==> config.mk <==
export PLATFORM = sky130hd
export DESIGN_NAME = ps2_key_decoder_flat
export DESIGN_NICKNAME = d
export VERILOG_FILES = /design/src/rtl/ps2_key_decoder_if.sv /design/src/rtl/ps2_key_decoder.sv /design/src/flat_wrapper.sv
export SDC_FILE = /design/constraint.sdc
export NUM_CORES = 1
export LEC_CHECK = 0
export CAP_MARGIN = 5
export CORE_UTILIZATION = 25
export DETAILED_ROUTE_END_ITERATION = 8
export SYNTH_ARGS = -nofsm -noshare
export SYNTH_HDL_FRONTEND = slang
export SYNTH_SLANG_ARGS = --single-unit
==> constraint.sdc <==
create_clock -name CLOCK_50 -period 2.9 [get_ports CLOCK_50]
set_input_delay 0.435 -clock CLOCK_50 [delete_from_list [all_inputs] [get_ports CLOCK_50]]
set_output_delay 0.435 -clock CLOCK_50 [all_outputs]
set_load 0.05 [all_outputs]
==> src/rtl/ps2_key_decoder_if.sv <==
// ps2_key_decoder_if
//   Groups the byte stream from the PS/2 controller and the key outputs into one bundle.
//   slave  : decoder side (consumes bytes and event_ready, drives key state and events)
//   master : producer/consumer side (drives bytes and event_ready, observes key state)
//   Signals:
//     ps2_byte[7:0]        received byte
//     ps2_byte_valid       one-cycle strobe qualifying ps2_byte
//     key_held[6:0]        per-key held level
//     key_press_pulse[6:0] one-cycle pulse on a key's press
//     event_valid          event register holds an unconsumed event
//     event_ready          consumer accepts the event
//     event_key[2:0]       key index of the buffered event
//     event_press          1 = press, 0 = release
//     overflow             sticky, an event was dropped
interface ps2_key_decoder_if;
    logic [7:0] ps2_byte;
    logic       ps2_byte_valid;
    logic [6:0] key_held;
    logic [6:0] key_press_pulse;
    logic       event_valid;
    logic       event_ready;
    logic [2:0] event_key;
    logic       event_press;
    logic       overflow;

    modport slave (
        input  ps2_byte, ps2_byte_valid, event_ready,
        output key_held, key_press_pulse, event_valid, event_key, event_press, overflow
    );

    modport master (
        output ps2_byte, ps2_byte_valid, event_ready,
        input  key_held, key_press_pulse, event_valid, event_key, event_press, overflow
    );
endinterface

==> src/rtl/ps2_key_decoder.sv <==
// ps2_key_decoder
//   Decodes make / break / E0-extended scan-code sequences for seven keys into held
//   levels, press pulses and a single-entry key-event buffer. Typematic repeats are
//   filtered because a make of an already-held key does nothing.
//   Ports:
//     CLOCK_50  system clock, rising edge
//     reset     synchronous, active-high
//     bus       ps2_key_decoder_if.slave (byte stream in, key state and events out)
//   Key map: 0 Enter(5A) 1 Space(29) 2 Esc(76) 3 Up(E0 75) 4 Down(E0 72)
//            5 Left(E0 6B) 6 Right(E0 74)
//
//   state     | meaning
//   ----------+-----------------------------------------------
//   IDLE      | no prefix seen; next code is a normal make
//   GOT_E0    | E0 seen; next code is an extended make
//   GOT_F0    | F0 seen; next code is a normal break
//   GOT_E0F0  | E0 and F0 seen; next code is an extended break
module ps2_key_decoder #(
    parameter int unsigned TIMEOUT_CYCLES = 2500000,
    parameter int unsigned TIMEOUT_WIDTH  = 22
) (
    input  logic              CLOCK_50,
    input  logic              reset,
    ps2_key_decoder_if.slave  bus
);

    typedef enum logic [1:0] {
        IDLE     = 2'd0,
        GOT_E0   = 2'd1,
        GOT_F0   = 2'd2,
        GOT_E0F0 = 2'd3
    } state_t;

    localparam logic [TIMEOUT_WIDTH-1:0] TO_LAST = TIMEOUT_WIDTH'(TIMEOUT_CYCLES - 1);

    state_t                   state_q, state_d;
    logic [TIMEOUT_WIDTH-1:0] cnt_q, cnt_d;
    logic [6:0]               held_q, held_d;
    logic [6:0]               pulse_q, pulse_d;
    logic                     ev_valid_q, ev_valid_d;
    logic [2:0]               ev_key_q, ev_key_d;
    logic                     ev_press_q, ev_press_d;
    logic                     ovf_q, ovf_d;

    logic       is_filler;
    logic       byte_act;
    logic       norm_hit, ext_hit, hit;
    logic [2:0] norm_idx, ext_idx, idx;
    logic       do_make, do_break, is_ext;
    logic       new_ev, new_press;

    // Filler bytes (controller acks, BAT results, etc.) are invisible to the
    // decoder: they neither advance the FSM nor restart the prefix timeout.
    always_comb begin
        is_filler = 1'b0;
        case (bus.ps2_byte)
            8'h00, 8'hAA, 8'hEE, 8'hFA, 8'hFE, 8'hFF: is_filler = 1'b1;
            default:                                  is_filler = 1'b0;
        endcase
    end

    assign byte_act = bus.ps2_byte_valid && !is_filler;

    always_comb begin
        norm_hit = 1'b0;
        norm_idx = 3'd0;
        case (bus.ps2_byte)
            8'h5A:   begin norm_hit = 1'b1; norm_idx = 3'd0; end
            8'h29:   begin norm_hit = 1'b1; norm_idx = 3'd1; end
            8'h76:   begin norm_hit = 1'b1; norm_idx = 3'd2; end
            default: begin norm_hit = 1'b0; norm_idx = 3'd0; end
        endcase
    end

    always_comb begin
        ext_hit = 1'b0;
        ext_idx = 3'd0;
        case (bus.ps2_byte)
            8'h75:   begin ext_hit = 1'b1; ext_idx = 3'd3; end
            8'h72:   begin ext_hit = 1'b1; ext_idx = 3'd4; end
            8'h6B:   begin ext_hit = 1'b1; ext_idx = 3'd5; end
            8'h74:   begin ext_hit = 1'b1; ext_idx = 3'd6; end
            default: begin ext_hit = 1'b0; ext_idx = 3'd0; end
        endcase
    end

    // Sequence FSM and prefix timeout. An accepted byte always wins over an
    // expiring timeout in the same cycle.
    always_comb begin
        state_d  = state_q;
        cnt_d    = cnt_q;
        do_make  = 1'b0;
        do_break = 1'b0;
        is_ext   = 1'b0;
        if (byte_act) begin
            cnt_d = '0;
            case (state_q)
                IDLE: begin
                    if (bus.ps2_byte == 8'hE0)      state_d = GOT_E0;
                    else if (bus.ps2_byte == 8'hF0) state_d = GOT_F0;
                    else                            do_make = 1'b1;
                end
                GOT_E0: begin
                    if (bus.ps2_byte == 8'hF0) begin
                        state_d = GOT_E0F0;
                    end else if (bus.ps2_byte != 8'hE0) begin
                        do_make = 1'b1;
                        is_ext  = 1'b1;
                        state_d = IDLE;
                    end
                end
                GOT_F0: begin
                    if (bus.ps2_byte == 8'hE0) begin
                        state_d = GOT_E0F0;
                    end else if (bus.ps2_byte != 8'hF0) begin
                        do_break = 1'b1;
                        state_d  = IDLE;
                    end
                end
                GOT_E0F0: begin
                    if (bus.ps2_byte != 8'hE0 && bus.ps2_byte != 8'hF0) begin
                        do_break = 1'b1;
                        is_ext   = 1'b1;
                        state_d  = IDLE;
                    end
                end
                default: state_d = IDLE;
            endcase
        end else if (state_q != IDLE) begin
            if (cnt_q == TO_LAST) begin
                state_d = IDLE;
                cnt_d   = '0;
            end else begin
                cnt_d = cnt_q + 1'b1;
            end
        end else begin
            cnt_d = '0;
        end
    end

    // A code only counts if it belongs to the class selected by the prefix.
    assign hit = is_ext ? ext_hit : norm_hit;
    assign idx = is_ext ? ext_idx : norm_idx;

    always_comb begin
        held_d    = held_q;
        pulse_d   = '0;
        new_ev    = 1'b0;
        new_press = 1'b0;
        if (do_make && hit && !held_q[idx]) begin
            held_d[idx]  = 1'b1;
            pulse_d[idx] = 1'b1;
            new_ev       = 1'b1;
            new_press    = 1'b1;
        end else if (do_break && hit && held_q[idx]) begin
            held_d[idx] = 1'b0;
            new_ev      = 1'b1;
            new_press   = 1'b0;
        end
    end

    // Single-entry event buffer. A consume and a load in the same cycle
    // replace the entry without a bubble.
    always_comb begin
        ev_valid_d = ev_valid_q;
        ev_key_d   = ev_key_q;
        ev_press_d = ev_press_q;
        ovf_d      = ovf_q;
        if (new_ev) begin
            if (!ev_valid_q || bus.event_ready) begin
                ev_valid_d = 1'b1;
                ev_key_d   = idx;
                ev_press_d = new_press;
            end else begin
                ovf_d = 1'b1;
            end
        end else if (ev_valid_q && bus.event_ready) begin
            ev_valid_d = 1'b0;
        end
    end

    always_ff @(posedge CLOCK_50) begin
        if (reset) begin
            state_q    <= IDLE;
            cnt_q      <= '0;
            held_q     <= '0;
            pulse_q    <= '0;
            ev_valid_q <= 1'b0;
            ev_key_q   <= 3'd0;
            ev_press_q <= 1'b0;
            ovf_q      <= 1'b0;
        end else begin
            state_q    <= state_d;
            cnt_q      <= cnt_d;
            held_q     <= held_d;
            pulse_q    <= pulse_d;
            ev_valid_q <= ev_valid_d;
            ev_key_q   <= ev_key_d;
            ev_press_q <= ev_press_d;
            ovf_q      <= ovf_d;
        end
    end

    assign bus.key_held        = held_q;
    assign bus.key_press_pulse = pulse_q;
    assign bus.event_valid     = ev_valid_q;
    assign bus.event_key       = ev_key_q;
    assign bus.event_press     = ev_press_q;
    assign bus.overflow        = ovf_q;

endmodule
==> src/flat_wrapper.sv <==
// flat-port wrapper written by rule: the top's interface ports become plain ports
module ps2_key_decoder_flat 
#(
    parameter int unsigned TIMEOUT_CYCLES = 2500000,
    parameter int unsigned TIMEOUT_WIDTH  = 22
)
  (CLOCK_50, reset, bus_ps2_byte, bus_ps2_byte_valid, bus_event_ready, bus_key_held, bus_key_press_pulse, bus_event_valid, bus_event_key, bus_event_press, bus_overflow);
  ps2_key_decoder_if bus_i ();
  input  logic CLOCK_50;
  input  logic reset;
  input wire logic [$bits(bus_i.ps2_byte)-1:0] bus_ps2_byte;
  input wire logic [$bits(bus_i.ps2_byte_valid)-1:0] bus_ps2_byte_valid;
  input wire logic [$bits(bus_i.event_ready)-1:0] bus_event_ready;
  output wire logic [$bits(bus_i.key_held)-1:0] bus_key_held;
  output wire logic [$bits(bus_i.key_press_pulse)-1:0] bus_key_press_pulse;
  output wire logic [$bits(bus_i.event_valid)-1:0] bus_event_valid;
  output wire logic [$bits(bus_i.event_key)-1:0] bus_event_key;
  output wire logic [$bits(bus_i.event_press)-1:0] bus_event_press;
  output wire logic [$bits(bus_i.overflow)-1:0] bus_overflow;
  assign bus_i.ps2_byte = bus_ps2_byte;
  assign bus_i.ps2_byte_valid = bus_ps2_byte_valid;
  assign bus_i.event_ready = bus_event_ready;
  assign bus_key_held = bus_i.key_held;
  assign bus_key_press_pulse = bus_i.key_press_pulse;
  assign bus_event_valid = bus_i.event_valid;
  assign bus_event_key = bus_i.event_key;
  assign bus_event_press = bus_i.event_press;
  assign bus_overflow = bus_i.overflow;
  ps2_key_decoder #(.TIMEOUT_CYCLES(TIMEOUT_CYCLES), .TIMEOUT_WIDTH(TIMEOUT_WIDTH)) u_core (.CLOCK_50(CLOCK_50), .reset(reset), .bus(bus_i));
endmodule
==> results.md, run 1 <==
- Outcome: completed
- CP startpoint kind: input pin
- Port bufs: 31
- Fin. max-slew vios: 0
- Congestion Overflow GR: 0
- Share of layout cells above drive strength 1: 20.9%
- Synth cell types: 59
- Worst-path maximum fanout: 8
- Max clock buf depth: 2
- Root Buffer: clkbuf_8
- CP endpoint kind: flop
- Synthesized Nets: 298
- Share of flip-flops with an asynchronous set or reset: 0%
- Core Region: 9200 sq um
- Sequential fraction of the synthesis area: 37.4%
- Max-slew headroom: 61.8%
- Final period util: 96.4%
- Peak supply drop: 0.142 mV
- Chip Height: 99.0 um
- Initial DRC Count: 78
- Gr usage total: 12.6%
- Synth Warn #: 0
- Top FF cell, synth: dfxtp_1
- # rows: 35
- IO Count: 32
- Largest net degree at the start of global routing: 23
- Clock skew: 7.87 ps
- Via Count: 2,278
- Final nets: 372
- Final hold slack: 478 ps
- Static Leak: 1.18 nW
- Final min period: 2800 ps
- Wirelength per Cell: 13.0 um
- Critical path arrival: 2990 ps
- HPWL after DPL: 4610 um
- Slew @ Worst Pin: 572 ps
- Max Cap Violations: 0
- Worst skew pair latency: 300 ps
- Antenna Nets Post-Route: 0
- Area Growth Syn to Fin: 39.4%
- Antenna violations before repair: 0
- Final Routed Wirelength: 6120 um
- Max Clk Rate: 358 MHz
- DR DRC count: 0
- Flop-to-flop setup slack: 580 ps
- Setup violations, final: 0
- Htree depth: 2
- Vias in the first global route: 2,192
- Fin util: 35.7%
- Mapped cell area: 2350 sq um
- Die area: 9810 sq um
- Synthesized area per cell: 8.26 sq um
- Via density: 4.85
- Power Density: 323 nW/um^2
- Mapped Cells: 285
- Detailed Routing Iterations Pass 1: 4
- Clk sink count: 44
- GPL Wtd Cong: 0.889
- Initial Util: 25.6%
- CTS Hold Bufs: 0
- Final Hold Fails: 0
- Flop and latch count out of synthesis: 44
- Kind of critical path: in2reg
- Worst-path clk slew: 80 ps
- ANT cells: 0
- CTS Buf Count: 5
- Critical Path RT: 3100 ps
- Post-synth EDFFs: 0
- TritonCTS clock tree: done
- First-pass GRT wire length: 10,100 um
- Chip width: 99.0 um
- Min-delay worst type: reg2reg
## final timing paths
kind,start,end,depth (start not counted)
worst max-delay path,bus_ps2_byte[0],u_core.bus.overflow$_SDFFE_PP0P_,12
worst min-delay path,u_core.bus.event_key[2]$_SDFFE_PP0P_,u_core.bus.event_key[2]$_SDFFE_PP0P_,2
worst max register to register,u_core.state_q[0]$_SDFFE_PP0P_,flop,7
worst min register to register,u_core.bus.event_key[2]$_SDFFE_PP0P_,u_core.bus.event_key[2]$_SDFFE_PP0P_,2
## power breakdown
part / total, mW / internal, mW / switching, mW / leakage (nW)
Clock: 0.371 / 0.163 / 0.208 / 0.0400
Sequential: 0.604 / 0.604 / 0.000355 / 0.354
Combinational: 0.0849 / 0.0426 / 0.0423 / 0.786
## layout by cell type (no fill, tap or decap), types with 6 or more instances in the layout
| cell | n |
|---|---|
| a21oi_1 | 10 |
| xnor2_1 | 10 |
| o21ai_1 | 7 |
| buf_4 | 43 |
| dfxtp_1 | 44 |
| xor2_1 | 10 |
| and3_1 | 8 |
| nand2b_1 | 6 |
| nand2_1 | 18 |
| clkdlybuf4s50_1 | 26 |
| nor2_1 | 46 |
| inv_1 | 15 |
| nand3_1 | 16 |
## logic make-up after synthesis
| family | count (synthesis) | synth area share [%] |
|---|---|---|
| mux | 1 | 0.425 |
| xor+xnor | 20 | 7.44 |
| compound gates | 62 | 20.1 |
| fa+ha+maj | 1 | 0.532 |
| buf+inv | 22 | 3.56 |
| flops | 44 | 37.4 |
| simple gates | 135 | 30.5 |
## critical path: stages
cell	delay [ps]
clkdlybuf4s50_1	490
o21bai_1	200
a211o_1	340
o2111a_2	240
buf_4	160
a21oi_4	190
nor3_2	70
o21ai_2	270
a21o_1	250
buf_4	140
a21oi_1	50
o21ba_1	160
## layer usage
metal	GRT usage [%]	wire (um)
met4	3.56	72
met2	21.7	3080
met3	3.19	155
met5	0	0
met1	15.6	2810
## repair_timing
item | CTS | global route
gates resized for setup | 0 | 21
hold endpoints to repair | 0 | 0
setup endpoints to repair | 0 | 19
buffers inserted | 0 | 1
## cells in the mapped netlist (2+ instances only)
| library cell | number | area (sq um) |
|---|---|---|
| o21a_1 | 3 | 22.5 |
| and3_1 | 8 | 50.1 |
| nand4_1 | 4 | 25.0 |
| nor3_1 | 5 | 25.0 |
| o211ai_1 | 3 | 22.5 |
| o21ai_0 | 6 | 30.0 |
| o41ai_1 | 3 | 26.3 |
| a211oi_1 | 4 | 30.0 |
| xor2_1 | 10 | 87.6 |
| o21ai_1 | 6 | 30.0 |
| a21oi_1 | 11 | 55.1 |
| nand3b_1 | 3 | 22.5 |
| clkbuf_1 | 6 | 22.5 |
| nor4b_1 | 3 | 26.3 |
| o21bai_1 | 2 | 15.0 |
| nand2b_1 | 6 | 37.5 |
| nor2b_1 | 4 | 25.0 |
| nand2_1 | 18 | 67.6 |
| nor4_1 | 4 | 25.0 |
| and3b_1 | 2 | 17.5 |
| a21o_1 | 5 | 37.5 |
| nand3_1 | 17 | 85.1 |
| inv_1 | 15 | 56.3 |
| nor2_1 | 46 | 173 |
| xnor2_1 | 10 | 87.6 |
| or3_1 | 3 | 18.8 |
| nor3_2 | 2 | 20.0 |
| a21oi_2 | 2 | 17.5 |
| dfxtp_1 | 44 | 881 |
## through the flow
step | area, sq um | instances | total power [mW] | setup TNS [ps] | setup WS, ps
2_1_floorplan | 2350 | 285 | 0.648 | 0 | 439
3_3_place_gp | 3090 | 462 | 0.695 | -3750 | -251
3_5_place_dp | 3090 | 462 | 0.696 | -3730 | -265
4_1_cts | 3170 | 469 | 1.07 | 0 | 50.4
5_1_grt | 3280 | 470 | 1.11 | -28.1 | -22.5
6_report | 3280 | 470 | 1.06 | 0 | 104
## area by class of cell
| type | instances | area (sq um) |
|---|---|---|
| fillers | 987 | 5910 |
| well taps | 111 | 139 |
| flip-flops and latches | 44 | 881 |
| inverters | 15 | 56.3 |
| clock inverters | 2 | 12.5 |
| repair buffers | 74 | 646 |
| multi-input cells | 219 | 1480 |
| clock buffers | 5 | 68.8 |
Power figures use the tool's default switching activity.
==> run 2, diff against run 1 <==
--- a/config.mk
+++ b/config.mk
@@ -8,6 +8,7 @@
 export CAP_MARGIN = 5
 export CORE_UTILIZATION = 25
 export DETAILED_ROUTE_END_ITERATION = 8
+export GPL_ROUTABILITY_DRIVEN = 0
 export SYNTH_ARGS = -nofsm -noshare
 export SYNTH_HDL_FRONTEND = slang
 export SYNTH_SLANG_ARGS = --single-unit
==> results.md, run 2 (synthesis gave the netlist of run 1 again) <==
- Kind of critical path: in2reg
- CTS Hold Bufs: 0 (unchanged)
- Cell Area, Placed: 3110 sq um (+0.49%)
- CP endpoint kind: flop
- Worst Hold Path Cells: 1 (-1)
- Via density: 4.94 (+2.0%)
- Peak supply drop: 0.188 mV (+33%)
- Antenna violations before repair: 0 (unchanged)
- Detailed Routing Iterations Pass 1: 4 (unchanged)
- Min-delay worst type: reg2reg
- Critical Path RT: 3140 ps (+40 ps)
- Gr usage total: 13.1% (+0.42 points)
- Max Clk Rate: 367 MHz (+2.6%)
- Core Region: 9200 sq um (unchanged)
- Slew @ Worst Pin: 515 ps (-56.9 ps)
- ANT cells: 0 (unchanged)
- Initial DRC Count: 86 (+10%)
- Worst reg-to-reg path cell count: 8 (+1)
- Max-slew headroom: 65.6% (+3.8 points)
- Inst Count DP: 464 (+0.43%)
- Congestion Overflow GR: 0 (unchanged)
- Filler Cell Count: 947 (-4.1%)
- Initial Util: 25.6% (unchanged)
- CP startpoint kind: input pin
- Chip Height: 99.0 um (unchanged)
- Final Hold Fails: 0 (unchanged)
- Worst skew pair latency: 300 ps (about the same)
- Final period util: 94.0% (-2.5 points)
- Flop-to-flop setup slack: 590 ps (about the same)
- First-pass GRT wire length: 10,500 um (+4.0%)
- Power Density: 327 nW/um^2 (+1.3%)
- Outcome: completed
- Final nets: 375 (+0.81%)
- Fin area: 3330 sq um (+1.5%)
- Fin util: 36.2% (+0.54 points)
- Final Routed Wirelength: 6150 um (+0.52%)
- Area Growth Syn to Fin: 41.6%
- Via Count: 2,343 (+2.9%)
- Commonest non-fill, non-tap cell in the layout: nor2_1
- Final Non-Filler Cells: 474 (+0.85%)
- Htree depth: 2 (unchanged)
- Die area: 9810 sq um (unchanged)
- Final hold slack: 473 ps (-5.23 ps)
- HPWL after DPL: 4620 um (+0.21%)
- WHS Endpoint: u_core.cnt_q[0]$_SDFF_PP0_
- Port bufs: 31 (unchanged)
- TNS Setup: 0 ps (unchanged)
- Critical path arrival: 2970 ps (-20 ps)
- Clock skew: 10.9 ps (+3.03 ps)
- Vias in the first global route: 2,303 (+5.1%)
- Clk sink count: 44 (unchanged)
- Final min period: 2720 ps (-71.3 ps)
- IO Count: 32 (unchanged)
- RR Startpoint: u_core.state_q[0]$_SDFFE_PP0P_
- Share of layout cells above drive strength 1: 22.0% (+1.1 points)
- Worst hold start: u_core.cnt_q[0]$_SDFF_PP0_
- Antenna Nets Post-Route: 0 (unchanged)
- Largest net degree at the start of global routing: 23 (unchanged)
- # rows: 35 (unchanged)
- Reg-to-reg critical path endpoint: u_core.bus.overflow$_SDFFE_PP0P_
- Worst-path maximum fanout: 7 (-1)
- Wirelength per Cell: 13.0 um (-0.33%)
- Root Buffer: clkbuf_8
- TritonCTS clock tree: done
- Seq. cell area: 881 sq um (unchanged)
- CTS Buf Count: 5 (unchanged)
- Fin. max-slew vios: 0 (unchanged)
- Setup violations, final: 0 (unchanged)
- Area of the multi-input gates: 1480 sq um (+0.17%)
- DR DRC count: 0 (unchanged)
- Most frequent cells in the layout: 46 x nor2_1, 45 x buf_4, 44 x dfxtp_1, 26 x clkdlybuf4s50_1, 18 x nand2_1
- Max clock buf depth: 2 (unchanged)
- Max Cap Violations: 0 (unchanged)
- Chip width: 99.0 um (unchanged)
- Static Leak: 1.20 nW (+2.1%)
- Worst-path clk slew: 90 ps (about the same)
- RSZ-0062 raised after global routing: no
## run 2: how the worst max path moves through the flow
stage                    start                              endpoint  slack (ps)  cells past startpoint
2_1_floorplan  bus_ps2_byte[4]                                  flop         440                     10
3_3_place_gp   bus_ps2_byte[2]   u_core.bus.event_press$_SDFFE_PP0P_        -300                     10
3_5_place_dp   bus_ps2_byte[4]   u_core.bus.event_press$_SDFFE_PP0P_        -250                     10
4_1_cts        bus_ps2_byte[4]   u_core.bus.event_press$_SDFFE_PP0P_          40                     10
5_1_grt        bus_ps2_byte[5]  u_core.bus.event_key[1]$_SDFFE_PP0P_           3                     11
6_report       bus_ps2_byte[5]      u_core.bus.overflow$_SDFFE_PP0P_         180                     12
## run 2: final cells by class
| cell class | count | area share, % |
|---|---|---|
| Sequential cell | 44 | 26.4 |
| Clock inverter | 1 | 0.225 |
| Clock buffer | 7 | 2.59 |
| Timing Repair Buffer | 77 | 20.4 |
| Multi-Input combinational cell | 219 | 44.5 |
| Tap cell | 111 | 4.17 |
| Inverter | 15 | 1.69 |
## run 2: repair_timing
| action | in CTS | in global routing |
|---|---|---|
| gates resized for setup | 0 | 21 |
| setup endpoints to repair | 0 | 19 |
| buffers inserted | 0 | 2 |
## run 2: stage by stage
| step | total power, mW | worst slack, ps |
|---|---|---|
| global placement | 0.696 | -295 |
| detailed placement | 0.696 | -253 |
| global route | 1.13 | 3.42 |
| CTS | 1.10 | 40.6 |
| floorplan | 0.648 | 439 |
| finish | 1.09 | 175 |
## run 2: routing by layer
metal	routed length (um)	GRT usage, %	vias up	part of all wire (%)
met2	3110	23.7	41	51
met3	165	2.62	8	2.7
met1	2800	15.6	1121	46
met5	0	0	-	0
met4	70	3.44	0	1.1
li1	-	-	1173	-
## run 2: where the power goes
group	internal (mW)	switching (mW)
Sequential	0.604	0.000356
Combinational	0.0441	0.0413
Clock	0.194	0.208
## run 2: worst max-delay path, stage by stage
cell             delay [ps]
clkdlybuf4s50_1         470
and3_1                  230
o21ai_1                 160
o2111a_2                340
buf_4                   150
nand4_1                 100
a2bb2o_4                270
o2111a_4                190
a21o_4                  240
buf_4                   130
a21oi_1                 110
o21ba_1                 120
